$ cat src/rtl/serial_alu_gen.sv
// Bit-serial ALU with a small internal register file.
// One NSHIFT-bit digit per cycle, LSD first, over 1/2/4 chained registers.
module serial_alu_gen #(
  parameter int LOG2_NR   = 3,
  parameter int REG_BITS  = 8,
  parameter int NSHIFT    = 2,
  parameter int MAX_WORDS = 4,
  localparam int ND = MAX_WORDS * REG_BITS / NSHIFT,
  localparam int CW = (ND > 1) ? $clog2(ND) : 1
) (
  input  logic               clk,
  input  logic               reset,
  input  logic               start,
  input  logic [2:0]         op,
  input  logic [1:0]         words_sel,
  input  logic [LOG2_NR-1:0] reg1,
  input  logic [LOG2_NR-1:0] reg2,
  input  logic               ext_arg2,
  input  logic               write_en,
  input  logic [NSHIFT-1:0]  data_in,
  output logic [NSHIFT-1:0]  data_out,
  output logic               busy,
  output logic               done,
  output logic [CW-1:0]      digit_idx,
  output logic               flag_c,
  output logic               flag_v,
  output logic               flag_s,
  output logic               flag_z
);

  localparam int NR  = 1 << LOG2_NR;
  localparam int DPR = REG_BITS / NSHIFT;

  typedef enum logic [2:0] {
    OP_ADD, OP_SUB, OP_ADC, OP_SBC,
    OP_AND, OP_OR, OP_XOR, OP_MOV
  } op_e;

  logic               busy_q, busy_d;
  logic [CW-1:0]      cnt_q, cnt_d;
  op_e                op_q, op_d;
  logic [1:0]         ws_q, ws_d;
  logic [LOG2_NR-1:0] r1_q, r1_d;
  logic [LOG2_NR-1:0] r2_q, r2_d;
  logic               ext_q, ext_d;
  logic               we_q, we_d;
  logic               carry_q, carry_d;
  logic               z_q, z_d;
  logic               fc_q, fc_d;
  logic               fv_q, fv_d;
  logic               fs_q, fs_d;
  logic               fz_q, fz_d;
  logic [REG_BITS-1:0] regs_q [NR];
  logic [REG_BITS-1:0] regs_d [NR];

  logic [LOG2_NR-1:0] wmask, word, i1, i2;
  int                 off;
  logic [NSHIFT-1:0]  a, b, bx, res;
  logic [NSHIFT:0]    sum;
  logic               first, cin, c_msb, z_acc;
  logic [CW-1:0]      last;
  logic               accept;

  // Digit datapath: operand fetch, add/logic, carry and zero tracking
  always_comb begin
    wmask = LOG2_NR'((1 << ws_q) - 1);
    word  = LOG2_NR'(int'(cnt_q) / DPR);
    i1    = (r1_q & ~wmask) | (word & wmask);
    i2    = (r2_q & ~wmask) | (word & wmask);
    off   = (int'(cnt_q) % DPR) * NSHIFT;
    a     = regs_q[i1][off +: NSHIFT];
    b     = ext_q ? data_in : regs_q[i2][off +: NSHIFT];
    bx    = (op_q[0] && !op_q[2]) ? ~b : b;
    first = (cnt_q == '0);
    case (op_q)
      OP_ADD:  cin = first ? 1'b0 : carry_q;
      OP_SUB:  cin = first ? 1'b1 : carry_q;
      default: cin = first ? fc_q : carry_q;
    endcase
    sum   = {1'b0, a} + {1'b0, bx} + {{NSHIFT{1'b0}}, cin};
    c_msb = a[NSHIFT-1] ^ bx[NSHIFT-1] ^ sum[NSHIFT-1];
    unique case (op_q)
      OP_ADD, OP_SUB,
      OP_ADC, OP_SBC: res = sum[NSHIFT-1:0];
      OP_AND:         res = a & b;
      OP_OR:          res = a | b;
      OP_XOR:         res = a ^ b;
      OP_MOV:         res = b;
    endcase
    z_acc = (first | z_q) & (res == '0);
    last  = CW'((DPR << ws_q) - 1);
  end

  assign done      = busy_q && (cnt_q == last);
  assign busy      = busy_q;
  assign digit_idx = cnt_q;
  assign data_out  = busy_q ? res : '0;
  assign flag_c    = fc_q;
  assign flag_v    = fv_q;
  assign flag_s    = fs_q;
  assign flag_z    = fz_q;
  assign accept    = start && (!busy_q || done);

  // Issue handshake, digit counter, flags and register writeback
  always_comb begin
    busy_d  = busy_q;
    cnt_d   = cnt_q;
    op_d    = op_q;
    ws_d    = ws_q;
    r1_d    = r1_q;
    r2_d    = r2_q;
    ext_d   = ext_q;
    we_d    = we_q;
    carry_d = carry_q;
    z_d     = z_q;
    fc_d    = fc_q;
    fv_d    = fv_q;
    fs_d    = fs_q;
    fz_d    = fz_q;
    regs_d  = regs_q;
    if (busy_q) begin
      carry_d = sum[NSHIFT];
      z_d     = z_acc;
      if (we_q) regs_d[i1][off +: NSHIFT] = res;
    end
    if (done) begin
      if (!op_q[2]) begin
        fc_d = sum[NSHIFT];
        fv_d = c_msb ^ sum[NSHIFT];
      end
      if (op_q != OP_MOV) begin
        fs_d = res[NSHIFT-1];
        fz_d = z_acc;
      end
    end
    if (accept) begin
      busy_d = 1'b1;
      cnt_d  = '0;
      op_d   = op_e'(op);
      ws_d   = (words_sel == 2'd3) ? 2'd2 : words_sel;
      r1_d   = reg1;
      r2_d   = reg2;
      ext_d  = ext_arg2;
      we_d   = write_en;
    end else if (done) begin
      busy_d = 1'b0;
      cnt_d  = '0;
    end else if (busy_q) begin
      cnt_d  = cnt_q + 1'b1;
    end
  end

  // State registers; reset abandons any in-flight operation
  always_ff @(posedge clk or posedge reset) begin
    if (reset) begin
      busy_q  <= 1'b0;
      cnt_q   <= '0;
      op_q    <= OP_ADD;
      ws_q    <= '0;
      r1_q    <= '0;
      r2_q    <= '0;
      ext_q   <= 1'b0;
      we_q    <= 1'b0;
      carry_q <= 1'b0;
      z_q     <= 1'b0;
      fc_q    <= 1'b0;
      fv_q    <= 1'b0;
      fs_q    <= 1'b0;
      fz_q    <= 1'b0;
      for (int i = 0; i < NR; i++) regs_q[i] <= '0;
    end else begin
      busy_q  <= busy_d;
      cnt_q   <= cnt_d;
      op_q    <= op_d;
      ws_q    <= ws_d;
      r1_q    <= r1_d;
      r2_q    <= r2_d;
      ext_q   <= ext_d;
      we_q    <= we_d;
      carry_q <= carry_d;
      z_q     <= z_d;
      fc_q    <= fc_d;
      fv_q    <= fv_d;
      fs_q    <= fs_d;
      fz_q    <= fz_d;
      regs_q  <= regs_d;
    end
  end

endmodule

$ cat config.mk
export PLATFORM = sky130hd
export DESIGN_NAME = serial_alu_gen
export DESIGN_NICKNAME = d
export VERILOG_FILES = /design/src/rtl/serial_alu_gen.sv
export SDC_FILE = /design/constraint.sdc
export NUM_CORES = 1
export LEC_CHECK = 0
export ABC_AREA = 1
export ABC_CLOCK_PERIOD_IN_PS = 5600
export CORE_MARGIN = 4
export CORE_UTILIZATION = 30
export CTS_CLUSTER_DIAMETER = 30
export DETAILED_ROUTE_END_ITERATION = 10
export SKIP_CTS_REPAIR_TIMING = 1
export SYNTH_ARGS = -nofsm -noshare
export SYNTH_HDL_FRONTEND = slang
export SYNTH_SLANG_ARGS = --single-unit
export TNS_END_PERCENT = 30
$ cat constraint.sdc
create_clock -name clk -period 5.6 [get_ports clk]
set_clock_uncertainty 0.05 [all_clocks]
set_input_delay 1.4 -clock clk [delete_from_list [all_inputs] [get_ports clk]]
set_output_delay 1.4 -clock clk [all_outputs]
set_load 0.05 [all_outputs]
== Word-level counts from Yosys, hierarchy flattened ==
Index checks and enable logic that the tools add are counted.

* Word-level logic and storage cells: 104
* Bits in registers: 88
* Bits of input ports: 18
* Output and inout port bits: 12

* Reduce and logical (&&, ||, !) cells: 16
* Shift-type cells: 6
* Equal/unequal tests: 10
* Bitwise gates (word level): 18
* Mux-type cells: 23
* Magnitude comparators: 3
* Add/sub/neg operators: 6

{| class="wikitable"
|+ Operators by type and width
! kind !! number
|-
| $bwmux W64 || 1
|-
| $bmux W8 S3 || 2
|-
| $mux W8 || 5
|-
| $neg A3 Y33 || 1
|-
| $shift A2 B33 Y8 const A || 1
|-
| $shiftx A2 B33 Y8 || 1
|-
| $demux W8 S3 || 1
|-
| $shiftx A8 B4 Y2 || 2
|-
| $eq A3 B3 Y1 const B || 4
|-
| $mux W4 || 3
|-
| $pmux W2 S5 || 1
|-
| $ge A4 B4 Y1 const B || 2
|-
| $mux W2 || 4
|-
| $not A3 Y4 || 2
|-
| $and A3 B3 Y3 || 2
|-
| $eq A3 B2 Y1 const B || 2
|-
| $or A3 B3 Y3 || 2
|-
| $reduce_and A2 Y1 || 3
|-
| $mux W1 || 5
|-
| $add A4 B1 Y4 const B || 1
|-
| $eq A4 B4 Y1 || 1
|-
| $logic_and A1 B1 Y1 || 4
|-
| $logic_not A4 Y1 || 1
|-
| $lt A4 B1 Y1 const B || 1
|-
| 27 further kinds || 30
|}

== Logic depth before layout (Yosys ltp) ==
* Word-level depth: 18
* Mapped depth: 25
* Gate-level depth less buffers: 23

== Worst setup path after synthesis ==
No wires, ideal clock.

* Path type: flip-flop to output port
* Start point: register cnt_q[2] (netlist: digit_idx[2])
* End point: output data_out[1]
* Slack: 0.303 ns
* Data required time: 4.150 ns
* Arrival: 3.847 ns
* Cell stages (with the launch flop): 18
* Buffers on the path: 1
* Cell sequence: dfrtp_1 -> clkinv_1 -> o21ai_4 -> o21ai_2 -> nand2_1 -> clkbuf_1 -> o22ai_1 -> nor4_1 -> o21ai_1 -> o211ai_1 -> nand2_1 -> fa_1 -> inv_1 -> fa_1 -> inv_1 -> nand2_1 -> nand2_2 -> nor2_1

* Word-level cells in the longest chain between the ends: 14
* Elaborated cells between the ends (all ways): 28
* Classes of those cells: add/sub (2); shift (2); mux (14); bitwise (9); reduce/logical (1)

{| class="wikitable"
|+ RTL lines
! element !! RTL line !! source
|-
| start, declared || 40 || <nowiki>logic [CW-1:0] cnt_q, cnt_d;</nowiki>
|-
| start signal, assigned || 173 || <nowiki>cnt_q <= cnt_d;</nowiki>
|-
| $and A2 B3 Y3 || 68, 69 ||
|-
| $or A3 B3 Y3 || 69 || <nowiki>i2 = (r2_q & ~wmask) | (word & wmask);</nowiki>
|-
| $not A3 Y4 (implied by the code) || 72 || <nowiki>b = ext_q ? data_in : regs_q[i2][off +: NSHIFT];</nowiki>
|-
| $bmux W8 S3 || 72 ||
|-
| $mux W8 (implied by the code) (2 in series) || 72 ||
|-
| $shiftx A8 B4 Y2 || 72 ||
|-
| $mux W2 || 72 ||
|-
| $not A2 Y2 || 73 || <nowiki>bx = (op_q[0] && !op_q[2]) ? ~b : b;</nowiki>
|-
| $mux W2 || 73 ||
|-
| $add A2 B2 Y3 || 80 || <nowiki>sum = {1'b0, a} + {1'b0, bx} + {{NSHIFT{1'b0}}, cin};</nowiki>
|-
| $add A3 B1 Y3 || 80 ||
|-
| $pmux W2 S5 (*) || 82 || <nowiki>unique case (op_q)</nowiki>
|-
| $mux W2 (*) || 97 || <nowiki>assign data_out = busy_q ? res : '0;</nowiki>
|-
| end, declared || 21 || <nowiki>output logic [NSHIFT-1:0] data_out,</nowiki>
|}

Mark *: on every way between the ends. The rest lies on a longest branch, timed or not. The select of a mux whose other input is x is not followed.

== Final worst setup path ==
* Start point: register ws_q[1]
* End point: output data_out[1]

* Word-level cells in the longest chain between the ends: 17
* Elaborated cells between the ends (all ways): 28
* Classes of those cells: add/sub (3); shift (3); mux (10); bitwise (12)

{| class="wikitable"
|+ RTL lines
! element !! RTL line !! source
|-
| start, declared || 42 || <nowiki>logic [1:0] ws_q, ws_d;</nowiki>
|-
| start signal, assigned || 175 || <nowiki>ws_q <= ws_d;</nowiki>
|-
| $shl A1 B2 Y3 (*) || 66 || <nowiki>wmask = LOG2_NR'((1 << ws_q) - 1);</nowiki>
|-
| $sub A3 B2 Y3 (*) || 66 ||
|-
| $not A3 Y3 || 68, 69 ||
|-
| $and A3 B3 Y3 || 69 ||
|-
| $or A3 B3 Y3 || 69 ||
|-
| $not A3 Y4 (implied by the code) || 72 ||
|-
| $bmux W8 S3 || 72 ||
|-
| $mux W8 (implied by the code) (2 in series) || 72 ||
|-
| $shiftx A8 B4 Y2 || 72 ||
|-
| $mux W2 || 72 ||
|-
| $not A2 Y2 || 73 ||
|-
| $mux W2 || 73 ||
|-
| $add A2 B2 Y3 || 80 ||
|-
| $add A3 B1 Y3 || 80 ||
|-
| $pmux W2 S5 (*) || 82 ||
|-
| $mux W2 (*) || 97 ||
|}

Marks and branches as above.

==> impl_metrics.yaml <==
synth:
  synth_cells: 707
  syn_nets: 738
  synth.avg_cell_area_sq_um: 7.61
  async_reset_ff_frac: 1.00
  synth_top_flop_cell: "dfrtp_1"
  synth_cell_types: 43
  synth-seq-cells: 88
  syn-cell-area_sq_mm: 0.00538
  synth.area.top_cells: "dfrtp_1, nand2_1, nand3_1"
  synth_edf_count: 0
  synthDominantCellAreaShare: 0.409
  yosys_warnings: 0
  yosys.area.top_type: "dfrtp_1"
  yosysSeqAreaShare: 0.409
setup_path:
  arrival_ns: 3.91
  cp_cell_sequence: "nor2_2 -> inv_1 -> o21ai_4 -> inv_4 -> nand2_1 -> buf_4 -> o22ai_1 -> nor3_1 -> o221ai_1 -> nand2_1 -> nand2_1 -> nand2_1 -> nand2_1 -> inv_1 -> ha_1 -> a2111oi_0 -> nand2_2 -> nand2_2 -> nor2_1 -> buf_4"
  path_common_cell: "nand2_1"
  r2r_cells: 22
  critPathSlowestCell: "dfrtp_2"
  cp-start-kind: "flop"
  cp.required_ns: 4.15
  worst-r2r-setup-slack_ns: 1.72
  crit_family: "simple AND/OR/NAND/NOR gates"
  worst-path-buf-inv: 5
  r2r-end: "regs_q[17]"
  r2r-start: "ws_q[1]"
  crit_type: "flop to output pin"
  crit_path_max_incr_delay_ns: 0.48
  worstPathMaxFanout: 8
  worst_setup_path_end_kind: "output pin"
run:
  cap_viol_max_count: 0
clock_network:
  cts_sinks: 88
  cts_tree: "done"
  clk_pin_slew_worst_paths_ns: 0.06
  insertion_delay_ns: 0.35
  h-tree-depth: 3
  clk_path_buf_depth: 2
  numCtsBuffers: 9
  cts_root_buf: "clkbuf_16"
global_routing:
  top_usage_layer: "met2"
  antenna_found_initial: 0
  grt_use_met3: 0.0363
  gr-total-overflow: 0
  grt_pass1_wl_um: 24600
  grt_use_total: 0.152
  first_global_vias: 4548
  use_met1: 0.215
  use_met2: 0.234
  grt_max_degree: 57
timing:
  setup_viol: 0
  hold_viol: 0
  period_minus_slack_ns: 5.36
  slew_viol_final: 0
  slew_headroom: 0.333
  period_share: 0.956
  fin_ws_ns: 0.244
  fmax_ghz: 0.187
  tightest_slew_ns: 1.00
final_layout:
  multi_input_area_sq_mm: 0.00282
  nets: 773
  fill_cells: 1839
  regArea_sq_mm: 0.00220
  stdcell_count: 970
  drive_above_1_share: 0.138
  insertedDiodeCount: 0
  area_delta_synth_final_pct: 17.1
  fin_area_sq_mm: 0.00630
die:
  die_area_sq_mm: 0.0201
  rows: 48
  die_w_um: 142
  num_io_pins: 30
  coreArea_sq_mm: 0.0174
  chipHeight_um: 142
  start_util: 0.309
place:
  io_buffers: 29
  routabilityCongestion: 0.882
  dpl.hpwl_um: 10900
  dp.cells: 948
  dpl_cell_area_sq_mm: 0.00588
  place_ws_ns: 0.333
hold_path:
  hold_path_depth: 2
  whs_endpoint: "regs_q[42]"
  hp-class: "flop to flop"
  min_from: "regs_q[42]"
drt:
  vias: 5008
  dr.pass1.iters: 5
  avgRoutedWirePerCell_um: 15.7
  drc: 0
  drtIter0Drc: 416
  ant_nets: 0
  viasPerCell: 5.16
  drt_wl_total_um: 15200
status:
  status: "finished clean"
[final cells by class]
cell class                 count  share of cell area
clock buffer                  11              0.0385
multi-input combinational    525               0.447
clock inverter                 3             0.00695
timing repair buffer          52              0.0738
tap                          225              0.0447
sequential                    88               0.350
inverter                      66              0.0399
[placed cells by master (no fill, tap or decap), types with 4 or more instances in the layout]
cell | synthesis | routed
o22ai_1 | 28 | 28
clkdlybuf4s50_1 | 0 | 27
inv_1 | 52 | 51
o21ai_1 | 31 | 31
nor3_1 | 7 | 7
o21ai_0 | 8 | 8
buf_4 | 4 | 24
nand3_1 | 122 | 122
a21oi_1 | 4 | 4
nor2_1 | 47 | 45
nand2_2 | 6 | 8
inv_2 | 11 | 11
nand2_1 | 196 | 189
nand3_2 | 21 | 21
nand2_4 | 0 | 4
o211ai_1 | 4 | 4
xor2_1 | 4 | 4
ha_1 | 11 | 11
nor4_1 | 5 | 5
dfrtp_1 | 88 | 87
clkbuf_16 | 0 | 9
[metal layers]
layer,up-vias,wire (um)
met5,-,0
met4,0,251
met3,22,914
met2,162,7050
met1,2396,7010
li1,2428,-
[sequential cells by signal, summed over array words and instances (netlist names), 2 cells and up]
signal,cells
digit_idx,4
op_q,3
r1_q,3
r2_q,3
regs_q,64
ws_q,2
[synth_stat cells (6+ instances only)]
| library cell | number |
|---|---|
| buf_2 | 15 |
| nand3_1 | 122 |
| inv_1 | 52 |
| nor2_1 | 47 |
| nand2_1 | 196 |
| o22ai_1 | 28 |
| o21ai_0 | 8 |
| dfrtp_1 | 88 |
| nor3_1 | 7 |
| inv_2 | 11 |
| o21ai_1 | 31 |
| nand2_2 | 6 |
| ha_1 | 11 |
| nand3_2 | 21 |
[stage by stage]
stage,util,hold slack (ns),TNS (ns)
floorplan,-,0.387,0
global placement,0.338,0.414,0
detailed placement,0.338,0.421,0
CTS,0.354,0.436,-0.0120
global route,0.362,0.468,-0.000319
finish,0.362,0.430,0
[cells by family (layout without fill, tap and decap cells)]
logic type / count (synthesis) / after routing / synth area share
xor+xnor: 6 / 6 / 0.00977
mux: 2 / 2 / 0.00418
compound gates: 89 / 89 / 0.103
flops: 88 / 88 / 0.409
buf+inv: 94 / 132 / 0.0795
fa+ha+maj: 13 / 13 / 0.0330
simple gates: 415 / 415 / 0.361
[worst max-delay path by stage]
| stage | slack (ns) | depth (start not counted) | startpoint | end |
|---|---|---|---|---|
| 2_1_floorplan | 0.30 | 17 | digit_idx[2] | data_out[1] |
| 4_1_cts | -0.01 | 18 | ws_q[1] | data_out[1] |
| 3_3_place_gp | 0.33 | 12 | data_in[0] | data_out[1] |
| 6_report | 0.24 | 20 | ws_q[1] | data_out[1] |
| 3_5_place_dp | 0.33 | 12 | data_in[0] | data_out[1] |
| 5_1_grt | -0.0003 | 18 | ws_q[1] | data_out[1] |
[worst reg2reg max path, delay by kind of cell (launching register included)]
family / cells / cell delay [ns]
AOI/OAI and AO/OA: 5 / 1.03
DFF: 1 / 0.48
and+or+nand+nor: 10 / 1.19
adders and majority gates: 1 / 0.25
buffers and inverters: 6 / 0.75
Power is left out: the tool's default activity adds up to more than one toggle a clock period on the data nets, which glitch-free logic cannot reach.
